## src/rtl/img_bus_arb.sv

```systemverilog
// Two-master round-robin arbiter for the image-memory system bus. The owner's
// request is forwarded combinationally; an optional lock chains accesses and a
// timeout aborts accesses the slave never acknowledges.
module img_bus_arb #(
   parameter int AW          = 20,
   parameter int DW          = 8,
   parameter int TIMEOUT_CYC = 255,
   parameter int TO_W        = 8
) (
   input  logic          clk,
   input  logic          rst_n,
   input  logic          m0_cs_n,
   input  logic          m0_we,
   input  logic [AW-1:0] m0_addr,
   input  logic [DW-1:0] m0_wdata,
   input  logic          m0_lock,
   output logic          m0_ack,
   input  logic          m1_cs_n,
   input  logic          m1_we,
   input  logic [AW-1:0] m1_addr,
   input  logic [DW-1:0] m1_wdata,
   input  logic          m1_lock,
   output logic          m1_ack,
   output logic [DW-1:0] m_rdata,
   output logic          m_err,
   output logic [1:0]    gnt,
   output logic          s_cs_n,
   output logic          s_we,
   output logic [AW-1:0] s_addr,
   output logic [DW-1:0] s_wdata,
   input  logic [DW-1:0] s_rdata,
   input  logic          s_ack
);

   typedef enum logic [1:0] {IDLE = 2'b00, OWN0 = 2'b01, OWN1 = 2'b10} state_t;

   localparam logic            TO_EN  = (TIMEOUT_CYC != 0);
   localparam logic [TO_W-1:0] TO_LIM = TO_W'(TIMEOUT_CYC);

   state_t          state;
   logic            last_owner;
   logic [TO_W-1:0] to_cnt;

   logic own0, own1, sel_cs_n, sel_lock, active, acked, to_hit, done;

   assign own0     = (state == OWN0);
   assign own1     = (state == OWN1);
   assign sel_cs_n = own0 ? m0_cs_n : (own1 ? m1_cs_n : 1'b1);
   assign sel_lock = own0 ? m0_lock : (own1 ? m1_lock : 1'b0);
   assign active   = ~sel_cs_n;
   assign acked    = active & s_ack;
   // A real ack in the limit cycle beats the abort.
   assign to_hit   = TO_EN & active & ~s_ack & (to_cnt == TO_LIM);
   assign done     = acked | to_hit;

   assign s_cs_n  = ~active | to_hit;
   assign s_we    = ~s_cs_n & (own0 ? m0_we : m1_we);
   assign s_addr  = own0 ? m0_addr  : (own1 ? m1_addr  : '0);
   assign s_wdata = own0 ? m0_wdata : (own1 ? m1_wdata : '0);
   assign m0_ack  = own0 & done;
   assign m1_ack  = own1 & done;
   assign m_err   = to_hit;
   assign m_rdata = s_rdata;

   always_ff @(posedge clk or negedge rst_n) begin
      if (!rst_n) begin
         state      <= IDLE;
         gnt        <= 2'b00;
         last_owner <= 1'b1;
         to_cnt     <= '0;
      end else begin
         case (state)
            IDLE: begin
               to_cnt <= '0;
               // On a tie the master that did not finish last wins.
               if (!m0_cs_n && (m1_cs_n || last_owner)) begin
                  state <= OWN0;
                  gnt   <= 2'b01;
               end else if (!m1_cs_n) begin
                  state <= OWN1;
                  gnt   <= 2'b10;
               end
            end
            default: begin
               if (done) begin
                  last_owner <= own1;
                  to_cnt     <= '0;
               end else if (active && TO_EN) begin
                  to_cnt <= to_cnt + 1'b1;
               end
               // Lock only matters at ack or while the owner is not requesting.
               if (to_hit || ((acked || sel_cs_n) && !sel_lock)) begin
                  state <= IDLE;
                  gnt   <= 2'b00;
               end
            end
         endcase
      end
   end

endmodule
```

## config.mk

```make
export PLATFORM = sky130hd
export DESIGN_NAME = img_bus_arb
export DESIGN_NICKNAME = d
export VERILOG_FILES = /design/src/rtl/img_bus_arb.sv
export SDC_FILE = /design/constraint.sdc
export NUM_CORES = 1
export LEC_CHECK = 0
export CAP_MARGIN = 10
export CORE_MARGIN = 2
export CORE_UTILIZATION = 45
export DETAILED_ROUTE_END_ITERATION = 10
export DONT_BUFFER_PORTS = 1
export GPL_TIMING_DRIVEN = 0
export MAX_ROUTING_LAYER = met4
export PLACE_DENSITY = 0.69
export RECOVER_POWER = 50
export SETUP_SLACK_MARGIN = 0.2
export SLEW_MARGIN = 10
export SYNTH_ARGS = -nofsm -noshare
export SYNTH_HDL_FRONTEND = slang
export SYNTH_SLANG_ARGS = --single-unit
```

## constraint.sdc

```tcl
create_clock -name clk -period 4.15 [get_ports clk]
set_input_delay 0 -clock clk [delete_from_list [all_inputs] [get_ports clk]]
set_output_delay 0 -clock clk [all_outputs]
set_load 0.05 [all_outputs]
```

# Yosys cells after proc, flatten, opt, wreduce, memory -nomap -nowiden

Cells that the tools add are included.

Input bits: 73
Bits in latches: 0
Register bits after elaboration: 11
Output and inout port bits: 43
Word-level logic and storage cells: 48
Memory bits (read-only): 0
RAM bits: 0
Memories: 0

Multiply operators: 0
Divide/modulo/power cells: 0
Muxes and demuxes: 16
Reduce and logical (&&, ||, !) cells: 11
Order comparisons: 0
$add $sub $neg: 1
Bitwise gates (word level): 12
Shifts and indexed selects: 0
Eq/ne operators: 5

Operators by type and width:

| operator            | count |
|---|---|
| $mux 20             | 2 |
| $mux 8              | 5 |
| $add 8x1->8 const B | 1 |
| $eq 8x8->1 const B  | 1 |
| $mux 2              | 4 |
| $and 1x1->1         | 6 |
| $mux 1              | 5 |
| $not 1->1           | 4 |
| $reduce_and 2->1    | 2 |
| $logic_or 1x1->1    | 3 |
| $ne 3x1->1 const B  | 1 |
| $ne 3x3->1 const B  | 1 |
| $eq 2x1->1 const B  | 1 |
| $eq 2x2->1 const B  | 1 |
| $logic_and 1x1->1   | 2 |
| $logic_not 1->1     | 2 |
| $logic_not 2->1     | 1 |
| $or 1x1->1          | 2 |
| $reduce_bool 2->1   | 1 |

# Longest topological paths before layout

Gate-level depths: netlist of run 1.

Word-level depth: 10
Depth in mapped cells: 5
Gate-level depth less buffers: 4

# Worst setup path after synthesis of run 1

OpenSTA, ideal clock, no wires.

Path type: register to output
Start point: register state[0]
End point: output port s_we
Path slack: 1.731 ns
Arrival time: 2.419 ns
Cell stages (with the launch flop): 6
Cell sequence: dfrtp_1 buf_2 or3b_1 nand2_1 o21ai_1 nor2_1

Longest elaborated chain between the ends: 9
Elaborated cells on any way between the ends: 11
Those cells by class: 2 x eq/ne; 3 x mux; 6 x bitwise

RTL lines:

| item                     | line | RTL |
|---|---|---|
| from (decl)              | 40   | `state_t state;` |
| from (signal assigned)   | 67   | `state <= IDLE;` |
| from (signal assigned)   | 77   | `state <= OWN0;` |
| from (signal assigned)   | 80   | `state <= OWN1;` |
| $eq 2x2->1               | 47   | `assign own1 = (state == OWN1);` |
| $mux 1                   | 48   | `assign sel_cs_n = own0 ? m0_cs_n : (own1 ? m1_cs_n : 1'b1);` |
| $mux 1 *                 | 48   |  |
| $not 1->1                | 50   | `assign active = ~sel_cs_n;` |
| $and 1x1->1 (2 in a row) | 53   | `assign to_hit = TO_EN & active & ~s_ack & (to_cnt == TO_LIM);` |
| $or 1x1->1 *             | 56   | `assign s_cs_n = ~active \| to_hit;` |
| via s_cs_n               | 27   | `output logic s_cs_n,` |
| $not 1->1 *              | 57   | `assign s_we = ~s_cs_n & (own0 ? m0_we : m1_we);` |
| $and 1x1->1 *            | 57   |  |
| to (decl)                | 28   | `output logic s_we,` |

Mark *: on every way through the listed nets, which the timed path passes. The rest lies on a longest branch.

# Final worst setup path of run 1

Same ends and word-level chain as after synthesis.

==> results of run 1 <==
worst paths after layout:
check	from	to	slack, ns	cells after the start
worst min register to register	last_owner	last_owner	0.54	1
worst max register to register	state[0]	to_cnt[6]	1.74	5
min in group asynchronous	rst_n	state[0]	0.11	1
max in group asynchronous	rst_n	last_owner	3.69	1
worst min-delay path	m0_cs_n	state[0]	-0.0002	3
worst max-delay path	state[0]	s_we	0.89	5
cells by family (layout without fill, tap and decap cells):
| group | after synthesis | in the layout | synth area share |
|---|---|---|---|
| adder cells (fa/ha/maj) | 1 | 1 | 0.0127 |
| buffers and inverters | 17 | 25 | 0.0994 |
| AO/OA/AOI/OAI | 44 | 44 | 0.373 |
| flip-flops | 11 | 11 | 0.282 |
| AND/OR/NAND/NOR | 33 | 33 | 0.178 |
| multiplexers | 1 | 1 | 0.0102 |
| XOR/XNOR | 5 | 5 | 0.0446 |
critical path, cell delays in order (launching register included):
cell                       delay (ns)
sky130_fd_sc_hd__dfrtp_1         0.59
sky130_fd_sc_hd__clkbuf_1        0.29
sky130_fd_sc_hd__or3b_1          0.43
sky130_fd_sc_hd__nand2_1         0.11
sky130_fd_sc_hd__o21ai_0         0.60
sky130_fd_sc_hd__nor2_1          0.94
final cells by class:
class | instances | area (um2)
timing repair buffer | 4 | 40.0
clock buffer | 3 | 22.5
clock inverter | 1 | 5.00
inverter | 2 | 7.51
tap | 27 | 33.8
buffer | 15 | 58.8
fill | 213 | 960
sequential | 11 | 277
multi-input combinational | 84 | 598
per-layer routing:
metal,part of all wire,global-route usage
met1,0.37,0.237
met4,0.011,0.0811
met3,0.091,0.0446
met2,0.52,0.384
met5,0,-
power groups by stage:
| stage | logic (mW) | registers (mW) | clock network (mW) |
|---|---|---|---|
| detailed placement | 0.778 | 0.188 | 0 |
| floorplan | 0.720 | 0.177 | 0 |
| CTS | 0.783 | 0.185 | 0.0806 |
| finish | 0.771 | 0.185 | 0.0814 |
| global route | 0.800 | 0.188 | 0.0847 |
| global placement | 0.769 | 0.186 | 0 |
registers in the layout, indices dropped and copies added, names as in the netlist:
| signal | flops |
|---|---|
| state | 2 |
| last_owner | 1 |
| to_cnt | 8 |
stage by stage:
stage | power, mW | cells | hold WS, ns | setup slack, ns
after CTS | 1.05 | 147 | 0.00164 | 1.24
after global placement | 0.955 | 139 | -0.295 | 1.58
after detailed placement | 0.965 | 139 | -0.295 | 1.56
final | 1.04 | 147 | -0.000189 | 0.894
after floorplan | 0.897 | 112 | -0.296 | 1.73
after global routing | 1.07 | 147 | 0.0195 | 0.805
cells in the final DEF (no fill, tap or decap), types with 2 or more instances in the layout:
cell                            instances
sky130_fd_sc_hd__or3b_1                 2
sky130_fd_sc_hd__dfrtp_1               10
sky130_fd_sc_hd__nor2_1                10
sky130_fd_sc_hd__nand4_1                4
sky130_fd_sc_hd__inv_1                  2
sky130_fd_sc_hd__buf_1                  2
sky130_fd_sc_hd__a22o_1                28
sky130_fd_sc_hd__clkbuf_1              11
sky130_fd_sc_hd__nand3_1                2
sky130_fd_sc_hd__buf_2                  2
sky130_fd_sc_hd__clkbuf_4               3
sky130_fd_sc_hd__a21oi_1                2
sky130_fd_sc_hd__xor2_1                 4
sky130_fd_sc_hd__or3_1                  2
sky130_fd_sc_hd__nand2_1                5
sky130_fd_sc_hd__a31oi_1                3
sky130_fd_sc_hd__dlygate4sd3_1          4
sky130_fd_sc_hd__o21ai_0                4
sky130_fd_sc_hd__nor2b_1                2
==> flow_summary.ini, run 1 <==
[timing]
finalCriticalPeriod_ns = 3.26
timing.max_slew.rel_slack = -0.137
timing_hold_violations_final = 1
rsz0062_at_grt = no
number_of_setup_violations_in_the_final_report = 0
final-max-slew-violation-count = 2
period_share = 0.785
worstMarginPinSlew_ns = 1.69
skew_ns = 0.00143
hold-worst-slack_ns = -0.000189
setup_total_negative_slack_ns = 0
fmaxAchievable_mhz = 307

[run]
max_cap_violations = 1

[route]
wl_per_cell_um = 20.2
via_per_inst = 6.67
finalWirelength_mm = 2.97
dr.pass1.iters = 4
detail_route.drc_violations = 0
route.vias.total = 980
postRouteAntennaNets = 0
drt_iter0_drc = 8

[synthesis]
post-synth-top-count-cell = sky130_fd_sc_hd__a22o_1
netlist_top_cells_count = sky130_fd_sc_hd__a22o_1, sky130_fd_sc_hd__dfrtp_1, sky130_fd_sc_hd__nor2_1
yosys.area.top_type = sky130_fd_sc_hd__dfrtp_1
synthesis.area_um2 = 982
synth_enable_flop_cells = 0
yosys_warnings = 0
netlist-cell-type-count = 38
yosys.area.top_type_share = 0.255
synth_area_per_inst_um2 = 8.77
netlist_instances = 112
async_reset_ff_frac = 1.00
syn-num-nets = 186
synth_flop_cell = sky130_fd_sc_hd__dfrtp_1
yosys-top-cells-area = sky130_fd_sc_hd__dfrtp_1, sky130_fd_sc_hd__a22o_1, sky130_fd_sc_hd__buf_4
postSynthRegisterBits = 11
synth-seq-area-share = 0.282

[cts]
cts_hold_buffers = 4
cts_tree = yes
cts_buffer_depth = 2
ctsRootBufferMaster = sky130_fd_sc_hd__clkbuf_4
clk_transition_reported_paths_ns = 0.08
clk-insertion-delay-late_ns = 0.28
ctsHtreeMaxLevel = 1
clock_tree_sinks = 11
cts-buffers-inserted = 3
post_cts.resized_instances = 0
post-cts-setup-buffers = 0

[setup_path]
cp_data_required_time_ns = 4.15
timing_worst_setup_path_type = reg2out
cp-end-kind = output port
crit_fanout = 10
critical_path.startpoint_type = flip-flop
crit_arrival_ns = 3.26

[floorplanning]
fp.coreArea_mm2 = 0.00200
die_w_um = 50.7
area_of_the_die_mm2 = 0.00257
design.portCount = 116
row_count = 16
floorplan.initialDensity = 0.491
dieHeight_um = 50.7

[global_routing]
overflow = 0
pin_count_of_the_biggest_net_entering_global_routing = 12
wire_length_of_the_first_global_routing_pass_mm = 3.97
vias_in_the_first_global_route = 845
antenna_found_initial = 0
grt_usage = 0.216

[place]
gp_congestion = 0.783
detailed_place_hpwl_mm = 2.49
io_buffer_count = 0
dpl-instance-area_mm2 = 0.00102

[final_layout]
diodes = 0
post-route-util = 0.521
final_layout_size_suffix_gt1_frac = 0.0667
stdcell_area_mm2 = 0.00104
layout-area-overhead-vs-synth_pct = 6.11
num-nets-final = 195

[status]
outcome = complete, but fails checks
violations = negative hold slack, max-capacitance violations, max-slew violations

[power]
comb_power_share = 0.743
power-per-cell-area_mw_per_mm2 = 995
static_leakage_nw = 0.444
switching_portion_of_total_power = 0.700
clockPowerShare = 0.079
ir_drop_worst_vdd_mv = 0.592
total_switching_power_mw = 0.727
cell_internal_pwr_mw = 0.311
seqPwrFrac = 0.179

[min_path]
holdCritPathClass = in2reg
Note: power is estimated with default switching activity, not from simulation.
==> inputs of run 2 (changes only) <==
--- a/config.mk
+++ b/config.mk
@@ -5,6 +5,7 @@
 export SDC_FILE = /design/constraint.sdc
 export NUM_CORES = 1
 export LEC_CHECK = 0
+export ABC_AREA = 1
 export CAP_MARGIN = 10
 export CORE_MARGIN = 2
 export CORE_UTILIZATION = 45
@@ -12,7 +13,7 @@
 export DONT_BUFFER_PORTS = 1
 export GPL_TIMING_DRIVEN = 0
 export MAX_ROUTING_LAYER = met4
-export PLACE_DENSITY = 0.69
+export PLACE_DENSITY = 0.71
 export RECOVER_POWER = 50
 export SETUP_SLACK_MARGIN = 0.2
 export SLEW_MARGIN = 10
==> constraint.sdc (replaced) <==
create_clock -name clk -period 2.72 [get_ports clk]
set_input_delay 0 -clock clk [delete_from_list [all_inputs] [get_ports clk]]
set_output_delay 0 -clock clk [all_outputs]
set_load 0.05 [all_outputs]
==> run 2 against run 1 <==
  * The run now ends clean
  * Global-route usage decreased by 0.63 points
  * Critical path depth rose by 1
  * Non-clock buffer count increased by 3
  * Largest power group unchanged
==> flow_summary.ini, run 2 <==
[timing]
period_share = 0.882
timing_hold_violations_final = 0
rsz0062_at_grt = no
skew_ns = 0.00265
number_of_setup_violations_in_the_final_report = 0
fmaxAchievable_mhz = 417
final-max-slew-violation-count = 0
setup_total_negative_slack_ns = 0
finalCriticalPeriod_ns = 2.40
timing.max_slew.rel_slack = 0.371
worstMarginPinSlew_ns = 0.940

[global_routing]
overflow = 0
vias_in_the_first_global_route = 1136
antenna_found_initial = 0
wire_length_of_the_first_global_routing_pass_mm = 5.23
grt_usage = 0.210
pin_count_of_the_biggest_net_entering_global_routing = 12

[synthesis]
yosys-top-cells-area = sky130_fd_sc_hd__nand2_1, sky130_fd_sc_hd__dfrtp_1, sky130_fd_sc_hd__nand3_1
netlist-cell-type-count = 26
post-synth-top-count-cell = sky130_fd_sc_hd__nand2_1
synth-seq-area-share = 0.229
async_reset_ff_frac = 1.00
yosys.area.top_type = sky130_fd_sc_hd__nand2_1
yosys.area.top_type_share = 0.273
yosys_warnings = 0
synth_flop_cell = sky130_fd_sc_hd__dfrtp_1
synth_enable_flop_cells = 0
synthesis.area_mm2 = 0.00121
postSynthRegisterBits = 11
synth_area_per_inst_um2 = 5.84
netlist_instances = 207
syn-num-nets = 281
netlist_top_cells_count = sky130_fd_sc_hd__nand2_1, sky130_fd_sc_hd__nand3_1, sky130_fd_sc_hd__inv_1

[route]
detail_route.drc_violations = 0
route.vias.total = 1308
via_per_inst = 5.36
postRouteAntennaNets = 0
finalWirelength_mm = 3.29
wl_per_cell_um = 13.5
dr.pass1.iters = 4
drt_iter0_drc = 87

[setup_path]
regToRegSetupSlack_ns = 0.68
critPathMaxStageDelay_ns = 0.73
crit-reg2reg-capture = state[0]
r2r.worst_path.cells = 6
cp_top_family = flip-flops
critical_path_buf_inv_count = 1
cp_data_required_time_ns = 2.72
cp_cell_sequence = inv_2 > nand3_2 > nand2_2 > nand4_2 > nand2_1 > a21oi_4
crit_fanout = 6
critical_path.startpoint_type = flip-flop
critical_path.slowest_cell = sky130_fd_sc_hd__dfrtp_1
timing_worst_setup_path_type = reg2out
crit_arrival_ns = 2.40
critical_path.reg2reg.startpoint = state[1]
cp-end-kind = output port

[floorplanning]
dieHeight_um = 55.8
area_of_the_die_mm2 = 0.00312
floorplan.initialDensity = 0.479
row_count = 18
die_w_um = 55.8
fp.coreArea_mm2 = 0.00252
design.portCount = 116

[final_layout]
regMostFlops = to_cnt
final_layout_size_suffix_gt1_frac = 0.0981
diodes = 0
largest_registers = to_cnt: 8 flops, state: 2 flops, last_owner: 1 flops
layout.cells.most_common_list = sky130_fd_sc_hd__nand2_1, sky130_fd_sc_hd__nand3_1, sky130_fd_sc_hd__inv_1
total_area_of_multi_input_combinational_cells_um2 = 732
largest_register_ff_count = 8
layout-area-overhead-vs-synth_pct = 4.76
num-nets-final = 289
most_common_cell_after_layout_fill_and_taps_aside = sky130_fd_sc_hd__nand2_1
stdcell_area_mm2 = 0.00127
n_fill_cell = 272
area.sequential_um2 = 277

[cts]
clock_tree_sinks = 11
cts_buffer_depth = 2
ctsRootBufferMaster = sky130_fd_sc_hd__clkbuf_4
cts-buffers-inserted = 3
post-cts-setup-buffers = 0
ctsHtreeMaxLevel = 1
cts_tree = yes
clk_transition_reported_paths_ns = 0.08
clk-insertion-delay-late_ns = 0.28

[power]
ir_drop_worst_vdd_mv = 0.990
report.power.total_mw = 1.86
power-per-cell-area_mw_per_mm2 = 1470
static_leakage_nw = 0.701

[min_path]
worstHoldPathCells = 4
holdCritPathClass = in2reg
timing.hold.worst.start = m1_lock
whs_endpoint = state[1]

[place]
dpl-instance-area_mm2 = 0.00125
gp_congestion = 0.799
detailed_place_hpwl_mm = 2.63
io_buffer_count = 0

[status]
outcome = finished clean

[run]
max_cap_violations = 0
run 2: cell types whose count changed after synthesis, sizes merged, moves of 2 or more:
cell   delta
nand2    +87
nand3    +42
a22o     -28
inv      +15
buf       +5
a31oi     -3
nor2b     -3
xor2      -3
or3       -2
or3b      -2
run 2: worst max path at each step:
stage          startpoint  cells past startpoint   end
2_1_floorplan    state[0]                      7  s_we
3_3_place_gp     state[1]                      6  s_we
3_5_place_dp     state[1]                      6  s_we
4_1_cts          state[1]                      6  s_we
5_1_grt          state[1]                      6  s_we
6_report         state[1]                      6  s_we
run 2: metrics by stage:
stage	cells	setup slack, ns	util	hold WS [ns]
3_3_place_gp	237	0.0676	0.494	-0.295
2_1_floorplan	207	0.339	-	-0.296
4_1_cts	244	0.249	0.521	0.0145
3_5_place_dp	237	0.0707	0.494	-0.295
6_report	244	0.321	0.502	0.00648
5_1_grt	244	0.197	0.502	0.0502
run 2: repair_timing:
action / 4_1_cts / 5_1_grt
gates resized for setup: 2 / 1
hold endpoints to repair: 13 / 0
hold buffers: 3 / 0
cloned: 0 / 0
setup endpoints to repair: 1 / 1
run 2: power breakdown:
part	leakage, nW	switching, mW	internal, mW	total [mW]
clock	0.0150	0.0628	0.0570	0.120
combinational	0.538	1.22	0.240	1.46
sequential	0.147	0.0821	0.197	0.279
total	0.701	1.36	0.494	1.86
run 2: routing by layer:
layer  global-route usage  vias to the layer above  wire (um)
li1                     -                      670          -
met1                0.259                      568       1340
met2                0.333                       66       1580
met3               0.0651                        4        343
met4               0.0578                        0         27
met5                    -                        -          0
run 2: tightest hold or removal path, cell delays in order:
cell	delay (ns)
sky130_fd_sc_hd__nand2_1	0.04
sky130_fd_sc_hd__nand3_1	0.09
sky130_fd_sc_hd__nand3_1	0.07
sky130_fd_sc_hd__nand2_1	0.05
run 2: layout make-up:
class / instances / area share
buffer: 19 / 0.0771
clock buffer: 4 / 0.0208
inverter: 17 / 0.0524
multi-input combinational: 160 / 0.578
sequential: 11 / 0.218
tap: 30 / 0.0296
timing repair buffer: 3 / 0.0237
run 2: logic make-up after synthesis:
kind of cell / count (synthesis) / synth area share
compound gates: 7 / 0.0311
flops: 11 / 0.229
fa+ha+maj: 1 / 0.0104
buf+inv: 36 / 0.160
simple gates: 151 / 0.562
xor+xnor: 1 / 0.00725
==> inputs of run 3 (changes only) <==
--- a/config.mk
+++ b/config.mk
@@ -14,7 +14,6 @@
 export GPL_TIMING_DRIVEN = 0
 export MAX_ROUTING_LAYER = met4
 export PLACE_DENSITY = 0.71
-export RECOVER_POWER = 50
 export SETUP_SLACK_MARGIN = 0.2
 export SLEW_MARGIN = 10
 export SYNTH_ARGS = -nofsm -noshare
==> run 3 against run 2 <==
  * Combinational power is essentially flat
  * Total power is 1.5% higher
  * Largest power group unchanged
  * Maximum frequency fell by 0.28%
  * Die area unchanged
  * Via count decreased by 0.15%
  * Cell count stayed put
  * Worst hold slack improved by 0.0019 ns
  * Setup slack lost 0.0068 ns
  * Final area grew 3.9%
  * Clock skew barely moved
  * Non-clock buffer count stayed put
==> flow_summary.ini, run 3 (synthesized netlist as in run 2, its figures left out) <==
[final_layout]
post-route-util = 0.521
layout.cells.most_common_list = sky130_fd_sc_hd__nand2_1, sky130_fd_sc_hd__nand3_1, sky130_fd_sc_hd__inv_1
layout-area-overhead-vs-synth_pct = 8.80
total_area_of_multi_input_combinational_cells_um2 = 749
diodes = 0
final_layout_size_suffix_gt1_frac = 0.154
n_fill_cell = 262
regMostFlops = to_cnt
most_common_cell_after_layout_fill_and_taps_aside = sky130_fd_sc_hd__nand2_1
num-nets-final = 289
largest_registers = to_cnt: 8 flops, state: 2 flops, last_owner: 1 flops
largest_register_ff_count = 8
area.sequential_um2 = 278

[cts]
cts_tree = yes
cts_buffer_depth = 2
clk_transition_reported_paths_ns = 0.08
post-cts-setup-buffers = 0
clk-insertion-delay-late_ns = 0.28
ctsHtreeMaxLevel = 1
cts-buffers-inserted = 3
ctsRootBufferMaster = sky130_fd_sc_hd__clkbuf_4
clock_tree_sinks = 11

[run]
max_cap_violations = 0

[power]
switching_portion_of_total_power = 0.729
report.power.total_mw = 1.89
seqPwrFrac = 0.149
ir_drop_worst_vdd_mv = 0.992
comb_power_share = 0.788
clockPowerShare = 0.063
total_switching_power_mw = 1.38
static_leakage_nw = 0.738
power-per-cell-area_mw_per_mm2 = 1430
cell_internal_pwr_mw = 0.511

[setup_path]
critPathLaunch = state[0]
timing_worst_setup_path_type = reg2out
r2r.worst_path.cells = 7
cp_data_required_time_ns = 2.72
crit_arrival_ns = 2.41
crit_fanout = 7
timing.critical_path.to = s_we
regToRegSetupSlack_ns = 0.83
critical_path.reg2reg.startpoint = state[0]
crit-reg2reg-capture = state[0]
cp-end-kind = output port
critical_path.startpoint_type = flip-flop

[route]
postRouteAntennaNets = 0
drt_iter0_drc = 92
finalWirelength_mm = 3.26
via_per_inst = 5.35
route.vias.total = 1306
detail_route.drc_violations = 0
wl_per_cell_um = 13.3
dr.pass1.iters = 4

[timing]
rsz0062_at_grt = no
fmaxAchievable_mhz = 416
finalCriticalPeriod_ns = 2.41
number_of_setup_violations_in_the_final_report = 0
worstMarginPinSlew_ns = 0.935
skew_ns = 0.00249
timing_hold_violations_final = 0
final-max-slew-violation-count = 0
timing.max_slew.rel_slack = 0.374
setup_total_negative_slack_ns = 0
period_share = 0.884

[global_routing]
antenna_found_initial = 0
wire_length_of_the_first_global_routing_pass_mm = 5.23
vias_in_the_first_global_route = 1136
grt_usage = 0.210
pin_count_of_the_biggest_net_entering_global_routing = 12
overflow = 0

[floorplanning]
design.portCount = 116
area_of_the_die_mm2 = 0.00312
row_count = 18
floorplan.initialDensity = 0.479
fp.coreArea_mm2 = 0.00252
die_w_um = 55.8
dieHeight_um = 55.8

[place]
gp_congestion = 0.799
detailed_place_hpwl_mm = 2.63
io_buffer_count = 0

[status]
outcome = finished clean

[min_path]
holdCritPathClass = in2reg
==> run 3: cell count changes in the layout (fill, tap and decap cells not counted) <==
cell / delta
sky130_fd_sc_hd__clkbuf_1: -8
sky130_fd_sc_hd__nand2_1: -3
sky130_fd_sc_hd__nand2_4: +2
sky130_fd_sc_hd__o21ai_1: +1
sky130_fd_sc_hd__o21ai_0: -1
sky130_fd_sc_hd__nand2_2: +1
sky130_fd_sc_hd__dfrtp_2: +1
sky130_fd_sc_hd__buf_4: +8
sky130_fd_sc_hd__dfrtp_1: -1
==> run 3: metal layers <==
metal  global-route usage  vias up  share of wire
li1                     -      670              -
met1                0.259      566           0.41
met2                0.333       65           0.48
met3               0.0651        5           0.10
met4               0.0578        0          0.010
met5                    -        -              0
==> run 3: critical path, cell delays in order, from the launching register on <==
cell                      delay [ns]
sky130_fd_sc_hd__dfrtp_1        0.65
sky130_fd_sc_hd__buf_6          0.20
sky130_fd_sc_hd__inv_4          0.05
sky130_fd_sc_hd__nand3_2        0.09
sky130_fd_sc_hd__nand2_2        0.13
sky130_fd_sc_hd__nand4_2        0.13
sky130_fd_sc_hd__nand2_1        0.36
sky130_fd_sc_hd__a21oi_4        0.50
==> run 3: area by class of cell <==
type                       count  share of cell area
buffer                        19              0.0971
clock buffer                   4              0.0200
inverter                      17              0.0504
multi-input combinational    160               0.570
sequential                    11               0.211
tap                           30              0.0285
timing repair buffer           3              0.0228
==> run 3: through the flow <==
step	std cells	setup WS (ns)	hold slack, ns	instance area [um2]
after floorplan	207	0.339	-0.296	1210
after global placement	237	0.0676	-0.295	1250
after detailed placement	237	0.0707	-0.295	1250
final	244	0.314	0.00840	1320
after CTS	244	0.249	0.0145	1310
after global routing	244	0.207	0.0500	1320
==> run 3: power by group through the flow <==
stage	Clock, mW	Sequential [mW]	Combinational, mW
finish	0.119	0.280	1.49
global route	0.129	0.284	1.58
CTS	0.119	0.279	1.49
detailed placement	0	0.283	1.46
global placement	0	0.281	1.47
floorplan	0	0.274	1.33
==> run 3: how the worst min path moves through the flow <==
stage / slack [ns] / from / to / cells past startpoint
after floorplan: -0.30 / rst_n / state[0] / 0
after global placement: -0.30 / rst_n / to_cnt[6] / 0
after detailed placement: -0.30 / rst_n / to_cnt[6] / 0
after CTS: 0.01 / m1_lock / state[1] / 4
after global routing: 0.05 / m1_lock / state[1] / 4
final: 0.008 / m1_lock / state[1] / 4
==> run 3: repair_timing <==
item                                    CTS  global route
hold endpoints to repair                 13             0
endpoints found under the setup margin    1             1
hold buffers                              3             0
resized for setup                         2             1
